File: src/rtl/mux_arb_nw_pkg.sv
// Shared constants for the mux_arb_nw channel multiplexer/arbiter.
// Mode encodings and default channel geometry.
package mux_arb_nw_pkg;

  localparam logic MODE_SEL = 1'b0;
  localparam logic MODE_RR  = 1'b1;

  localparam int DEFAULT_N  = 16;
  localparam int DEFAULT_CH = 8;

endpackage

File: src/rtl/rr_arbiter.sv
// Round-robin grant: first requesting channel found when scanning from ptr upward,
// wrapping from CH-1 back to 0.
module rr_arbiter
  import mux_arb_nw_pkg::*;
#(
  parameter  int CH = DEFAULT_CH,
  localparam int SW = $clog2(CH)
) (
  input  logic [CH-1:0] req,
  input  logic [SW-1:0] ptr,
  output logic          gnt_valid,
  output logic [SW-1:0] gnt_idx
);

  int          pos;
  logic [SW-1:0] idx;

  always_comb begin
    // NOTE: every output and temporary gets a default before the loop so no path leaves
    // a value unassigned, which would otherwise infer a latch.
    gnt_valid = 1'b0;
    gnt_idx   = '0;
    pos       = 0;
    idx       = '0;
    for (int i = 0; i < CH; i++) begin
      pos = int'(ptr) + i;
      if (pos >= CH) pos = pos - CH;
      idx = SW'(pos);
      if (!gnt_valid && req[idx]) begin
        gnt_valid = 1'b1;
        gnt_idx   = idx;
      end
    end
  end

endmodule

File: src/rtl/mux_arb_nw.sv
// CH-input multiplexer with explicit-select or round-robin mode feeding a one-entry output register.
// Optional registered parity output MParity is present when MUX_ARB_NW_PARITY_EN is defined.
module mux_arb_nw
  import mux_arb_nw_pkg::*;
#(
  parameter  int N  = DEFAULT_N,
  parameter  int CH = DEFAULT_CH,
  localparam int SW = $clog2(CH)
) (
  input  logic            Clock,
  input  logic            Resetn,
  input  logic            Mode,
  input  logic [SW-1:0]   S,
  input  logic [CH*N-1:0] In,
  input  logic [CH-1:0]   InValid,
  output logic [CH-1:0]   InReady,
  output logic [N-1:0]    M,
  output logic            MValid,
  input  logic            MReady,
  output logic [SW-1:0]   MSel
`ifdef MUX_ARB_NW_PARITY_EN
  ,
  output logic            MParity
`endif
);

  logic          le;
  logic          grant;
  logic [SW-1:0] g;
  logic [SW-1:0] ptr;
  logic [SW-1:0] ptr_next;
  logic          rr_valid;
  logic [SW-1:0] rr_idx;
  logic [N-1:0]  word;

  rr_arbiter #(.CH(CH)) u_rr_arbiter (
    .req       (InValid),
    .ptr       (ptr),
    .gnt_valid (rr_valid),
    .gnt_idx   (rr_idx)
  );

  assign le = !MValid || MReady;

  always_comb begin
    grant = 1'b0;
    g     = '0;
    if (Mode == MODE_RR) begin
      grant = rr_valid;
      g     = rr_idx;
    end else if (int'(S) < CH && InValid[S]) begin
      grant = 1'b1;
      g     = S;
    end
  end

  always_comb begin
    InReady = '0;
    if (grant) InReady[g] = le;
  end

  assign word     = In[int'(g)*N +: N];
  assign ptr_next = (int'(g) == CH - 1) ? '0 : g + 1'b1;

  always_ff @(posedge Clock or negedge Resetn) begin
    // NOTE: state registers use non-blocking assignments so every flop samples
    // pre-edge values regardless of statement order.
    if (!Resetn) begin
      M      <= '0;
      MSel   <= '0;
      MValid <= 1'b0;
      ptr    <= '0;
    end else if (le) begin
      if (grant) begin
        M      <= word;
        MSel   <= g;
        MValid <= 1'b1;
        if (Mode == MODE_RR) ptr <= ptr_next;
      end else begin
        // Slot drains to empty; data and select keep their last values.
        MValid <= 1'b0;
      end
    end
  end

`ifdef MUX_ARB_NW_PARITY_EN
  always_ff @(posedge Clock or negedge Resetn) begin
    if (!Resetn) begin
      MParity <= 1'b0;
    end else if (le && grant) begin
      MParity <= ^word;
    end
  end
`endif

endmodule

File: config.mk
export PLATFORM = sky130hd
export DESIGN_NAME = mux_arb_nw
export DESIGN_NICKNAME = d
export VERILOG_FILES = /design/src/rtl/mux_arb_nw_pkg.sv /design/src/rtl/rr_arbiter.sv /design/src/rtl/mux_arb_nw.sv
export SDC_FILE = /design/constraint.sdc
export NUM_CORES = 1
export LEC_CHECK = 0
export BUFFER_PORTS_ARGS = -buffer_cell sky130_fd_sc_hd__buf_2
export CORE_ASPECT_RATIO = 1.4
export CORE_MARGIN = 2
export CORE_UTILIZATION = 40
export DETAILED_ROUTE_END_ITERATION = 16
export HOLD_SLACK_MARGIN = 0.1
export PLACE_DENSITY = 0.71
export SLEW_MARGIN = 15
export SYNTH_ARGS = -nofsm -noshare
export SYNTH_HDL_FRONTEND = slang
export SYNTH_SLANG_ARGS = --single-unit
File: constraint.sdc
create_clock -name Clock -period 5.6 [get_ports Clock]
set_clock_uncertainty 0.15 [all_clocks]
set_input_delay 0.28 -clock Clock [delete_from_list [all_inputs] [get_ports Clock]]
set_output_delay 0.28 -clock Clock [all_outputs]
set_load 0.005 [all_outputs]
### Word-level counts from Yosys, hierarchy flattened

Index checks and enable logic that the tools add are counted.

* memories: 0
* bits in writable memories: 0
* input port bits: 143
* register bits after elaboration: 23
* logic and storage cells: 112
* output and inout port bits: 28
* memory bits (read-only): 0
* bits in latches: 0

* equal/unequal tests: 1
* divide/modulo/power cells: 0
* $lt $le $gt $ge: 19
* add/sub/neg operators: 16
* bitwise gates (word level): 1
* shift operators: 1
* multiply operators: 0
* reductions and logical operators: 19
* mux-type cells: 51

Operators with widths (count)
* $shiftx A128 B8 Y16: 1
* $mux W3: 19
* $lt A3 B4 Y1 const B: 10
* $ge A4 B4 Y1 const B: 7
* $bmux W1 S3: 9
* $sub A3 B1 Y3 const B: 8
* $mux W1: 21
* $add A3 B3 Y4 const B: 4
* $add A3 B2 Y4 const B: 2
* $and A8 B8 Y8: 1
* $logic_and A1 B1 Y1: 8
* $logic_not A1 Y1: 8
* $mux W8: 1
* $add A3 B1 Y4 const B: 1
* $ge A3 B4 Y1 const B: 1
* $add A3 B1 Y3 const B: 1
* $demux W1 S3: 1
* $eq A3 B1 Y1 const B: 1
* $ge A3 B1 Y1 const B: 1
* $reduce_and A3 Y1: 1
* $reduce_and A2 Y1: 1
* $logic_or A1 B1 Y1: 1

### Longest topological paths before layout

* depth after elaboration: 33
* depth in mapped cells: 19
* depth with buffers taken out: 11

### Modules after synthesis

Synthesis repeated with hierarchy kept, for this count alone.

* cells, all modules: 633
* area total of the unflattened synthesis: 4549.4 um^2

By module, submodules not included
* mux_arb_nw: seq. area each 575.6 um^2, cells an instance 533, area each 3736.1 um^2, times used 1
* rr_arbiter: seq. area each 0.0 um^2, cells an instance 100, area each 813.3 um^2, times used 1

### Least setup slack after synthesis

No wires, ideal clock.

* kind: flip-flop to output port
* start point: reg ptr[1]
* end point: out InReady[4]
* setup slack: 1.365 ns
* data arrival time: 3.805 ns
* buffers on the path: 4
* cell stages (with the launch flop): 14
* required time: 5.170 ns
* path through: dfrtp_1 > clkbuf_1 > inv_1 > ha_1 > buf_1 > clkbuf_1 > mux4_2 > o21ai_0 > a21oi_1 > a2111oi_2 > o21ai_1 > nor4_4 > clkbuf_1 > and2_1

* cells in the longest elaborated chain, start to end: 33
* elaborated cells between the ends (all ways): 86
* classes of those cells: add/sub: 15; order compare: 10; mux: 45; bitwise: 1; reduce/logical: 15

Ends and longest elaborated chain
* start: declaration: line mux_arb_nw.sv:30 `logic [SW-1:0] ptr;`
* start signal: assignment: line mux_arb_nw.sv:78 `if (Mode == MODE_RR) ptr <= ptr_next;`
* parallel branches: the longest is 32 deep, another holds $add A3 B1 Y4
* $mux W8 *: line mux_arb_nw.sv:59 `if (grant) InReady[g] = le;`
* end: declaration: line mux_arb_nw.sv:16 `output logic [CH-1:0] InReady,`

Every way passes the cells marked *. The select of a mux whose other input is x is not followed.

### Worst setup path in the final report

* start point: reg ptr[1]
* end point: out InReady[5]

Same word-level chain as after synthesis.

==> results.py <==
metrics = {
    "setup_path": {
        "critPathMaxFanout": 18,
        "critPathSlowestCell": "ha_1",
        "r2r_start": "ptr[1]$_DFFE_PN0P_",
        "r2r_end": "M[14]$_DFFE_PN0P_",
        "critPathKind": "flop to output pin",
        "critPathMostFrequentCell": "nor2_1",
        "cp.required_ns": 5.17,
        "cp.arrival_ns": 4.49,
        "crit_path_end_kind": "output pin",
        "cp_cell_sequence": "inv_1 > ha_1 > nor2_1 > a221oi_1 > a32oi_1 > o32a_1 > a2bb2oi_1 > o21ai_2 > nand2b_1 > or2_1 > nor2_1 > buf_2",
        "rr_worst_depth": 12,
        "cp-start-kind": "flop",
        "cpPeakStageDelay_ns": 0.70,
        "r2r_slack_ns": 1.01,
    },
    "drt": {
        "drtPass1Iterations": 4,
        "drt_iter0_drc": 217,
        "finalWirelength_mm": 12.42,
        "wire_per_inst_um": 18.73,
        "final_antenna_net_count": 0,
        "drc": 0,
        "vias": 3947,
        "vias_per_cell": 5.953,
    },
    "min_path": {
        "hold_depth": 4,
        "holdPathEnd": "M[0]$_DFFE_PN0P_",
        "timing.hold.worst.class": "input pin to flop",
        "holdCritStartpoint": "In[112]",
    },
    "yosys": {
        "synth_area_um2": 3396,
        "ys.flop_type": "dfrtp_1",
        "yosysMostFrequentCell": "nor2_1",
        "ys_seq_elements": 23,
        "synthTopCellsByCount": "59 x nor2_1, 32 x a21boi_0, 30 x mux2i_1, 27 x a221oi_1, 25 x nor2b_1",
        "synth-edff-count": 0,
        "synth_area_leaders": "dfrtp_1 17%, mux2i_1 8.8%, mux4_2 8.0%",
        "syn-num-nets": 553,
        "ys_seq_area_frac": 0.1695,
        "synth_cells": 408,
        "yosys.area.top_type_share": 0.1695,
        "syn_area_per_cell_um2": 8.323,
        "synth_cell_types": 57,
        "yosys.area.top_type": "dfrtp_1",
        "synthArstFlopShare": 1.000,
        "yosysWarnings": 0,
    },
    "clocking": {
        "clk_path_buf_depth": 2,
        "cts_max_level": 1,
        "cts.sinks": 23,
        "path_clk_slew_ns": 0.06,
        "cts_tree": "built",
        "clk_latency_ns": 0.26,
        "cts_buffers": 3,
        "post_cts_resized": 0,
        "root_buffer": "clkbuf_16",
    },
    "global_route": {
        "grt_usage": 0.2684,
        "grt_max_degree": 35,
        "gr-total-overflow": 0,
        "grt_pass1_vias": 4048,
        "antenna_found_initial": 0,
        "grt_pass1_wl_mm": 19.31,
    },
    "finish": {
        "num-nets-final": 707,
        "finalInstanceArea_um2": 4389,
        "diodes": 0,
        "syn_to_final_growth_pct": 29.26,
        "drive_above_1_share": 0.4100,
    },
    "status": {
        "run_status": "finished, final reports clean",
    },
    "die": {
        "dieArea_um2": 9253,
        "die_w_um": 81.87,
        "die_h_um": 113.0,
        "start_util": 0.4142,
        "io_pins": 171,
        "rows": 39,
        "core_area_um2": 8198,
    },
    "sta": {
        "slew_headroom": 0.2206,
        "setup_viol": 0,
        "fin_tns_setup_ns": 0,
        "rsz0062_at_grt": "no",
        "tightest_slew_ns": 1.140,
        "clock.fmax_mhz": 203.3,
        "maxSlewViolCount": 0,
        "period_share": 0.8785,
        "hold_viol": 0,
        "layout_min_cycle_time_ns": 4.919,
    },
    "place": {
        "portBuffers": 170,
        "routabilityCongestion": 0.9820,
        "place_area_um2": 4300,
        "dpl.hpwl_mm": 9.939,
    },
    "pwr": {
        "p_total_mw": 2.667,
        "power.leakage_nw": 2.000,
        "vdd_ir_drop_max_v": 0.0003284,
        "p_per_area_nw_per_um2": 607.6,
    },
    "run": {
        "max_cap_viol_count": 0,
    },
}
-- registers in the layout, summed over array words and instances, names as in the netlist --
register and flops:
M 16, MSel 3, ptr 3, MValid 1
-- worst max-delay path by stage --
stage,from,to,cells after the start
finish,ptr[1]$_DFFE_PN0P_,InReady[5],12
global route,ptr[1]$_DFFE_PN0P_,InReady[5],12
CTS,ptr[1]$_DFFE_PN0P_,InReady[5],11
detailed placement,ptr[1]$_DFFE_PN0P_,InReady[5],11
global placement,ptr[1]$_DFFE_PN0P_,InReady[5],12
floorplan,ptr[1]$_DFFE_PN0P_,InReady[4],13
-- kinds of logic (layout without fill, tap and decap cells) --
group | after synthesis | in the layout | share of synthesized area
AND/OR/NAND/NOR | 125 | 125 | 0.1772
adder cells (fa/ha/maj) | 2 | 2 | 0.007368
buffers and inverters | 45 | 198 | 0.07111
XOR/XNOR | 5 | 5 | 0.01290
AO/OA/AOI/OAI | 158 | 158 | 0.3674
multiplexers | 50 | 50 | 0.1945
flip-flops | 23 | 23 | 0.1695
-- cells in the final DEF (no fill, tap or decap), types with 6 or more instances in the layout --
cell,Yosys,layout
buf_2,7,170
nor2_1,59,59
a21boi_0,32,32
mux2i_1,30,30
a221oi_1,27,27
nor2b_1,25,25
dfrtp_1,23,23
a21oi_1,21,21
nand2_1,19,19
o21ai_1,18,17
buf_4,1,17
o211a_1,16,16
mux4_2,12,12
a221oi_2,8,8
mux2_2,7,7
inv_1,6,6
o21ai_0,6,6
-- critical path: cells and delay by family (launching register included) --
| family | cells | cell delay (ns) |
|---|---|---|
| buffers and inverters | 2 | 0.37 |
| AND/OR/NAND/NOR | 4 | 0.88 |
| flip-flops | 1 | 0.55 |
| adder cells (fa/ha/maj) | 1 | 0.70 |
| AO/OA/AOI/OAI | 5 | 1.73 |
-- layer usage --
metal,track usage,wire [µm]
met1,0.3090,4505
met2,0.4678,6471
met5,0,0
met3,0.04306,917
met4,0.1344,525
-- power by group --
| group | leakage [nW] | internal, mW | switching, mW | total (mW) |
|---|---|---|---|---|
| combinational | 1.70 | 0.919 | 1.28 | 2.20 |
| clock | 0.0382 | 0.0972 | 0.0594 | 0.157 |
| sequential | 0.260 | 0.246 | 0.0641 | 0.311 |
-- per-stage QoR --
step / worst slack (ns) / hold slack (ns) / util / cells
final: 0.6805 / 0.2316 / 0.5354 / 663
after global routing: 0.3212 / 0.2382 / 0.5354 / 663
after CTS: 0.7064 / 0.2310 / 0.5354 / 663
after detailed placement: 0.9820 / 0.1417 / 0.5246 / 658
after global placement: 1.048 / 0.1382 / 0.5246 / 658
after floorplan: 1.365 / -0.1656 / - / 408
-- what timing repair did --
action	4_1_cts	5_1_grt
setup buffers	0	0
hold endpoints to repair	23	0
hold buffers	1	0
-- cell type report --
class	count	area [µm²]
timing repair buffer	188	988.4
fill	811	3809
inverter	6	22.52
sequential	23	575.6
clock buffer	4	78.83
tap	102	127.6
multi-input combinational	340	2596
Note: power is estimated with default switching activity, not from simulation.
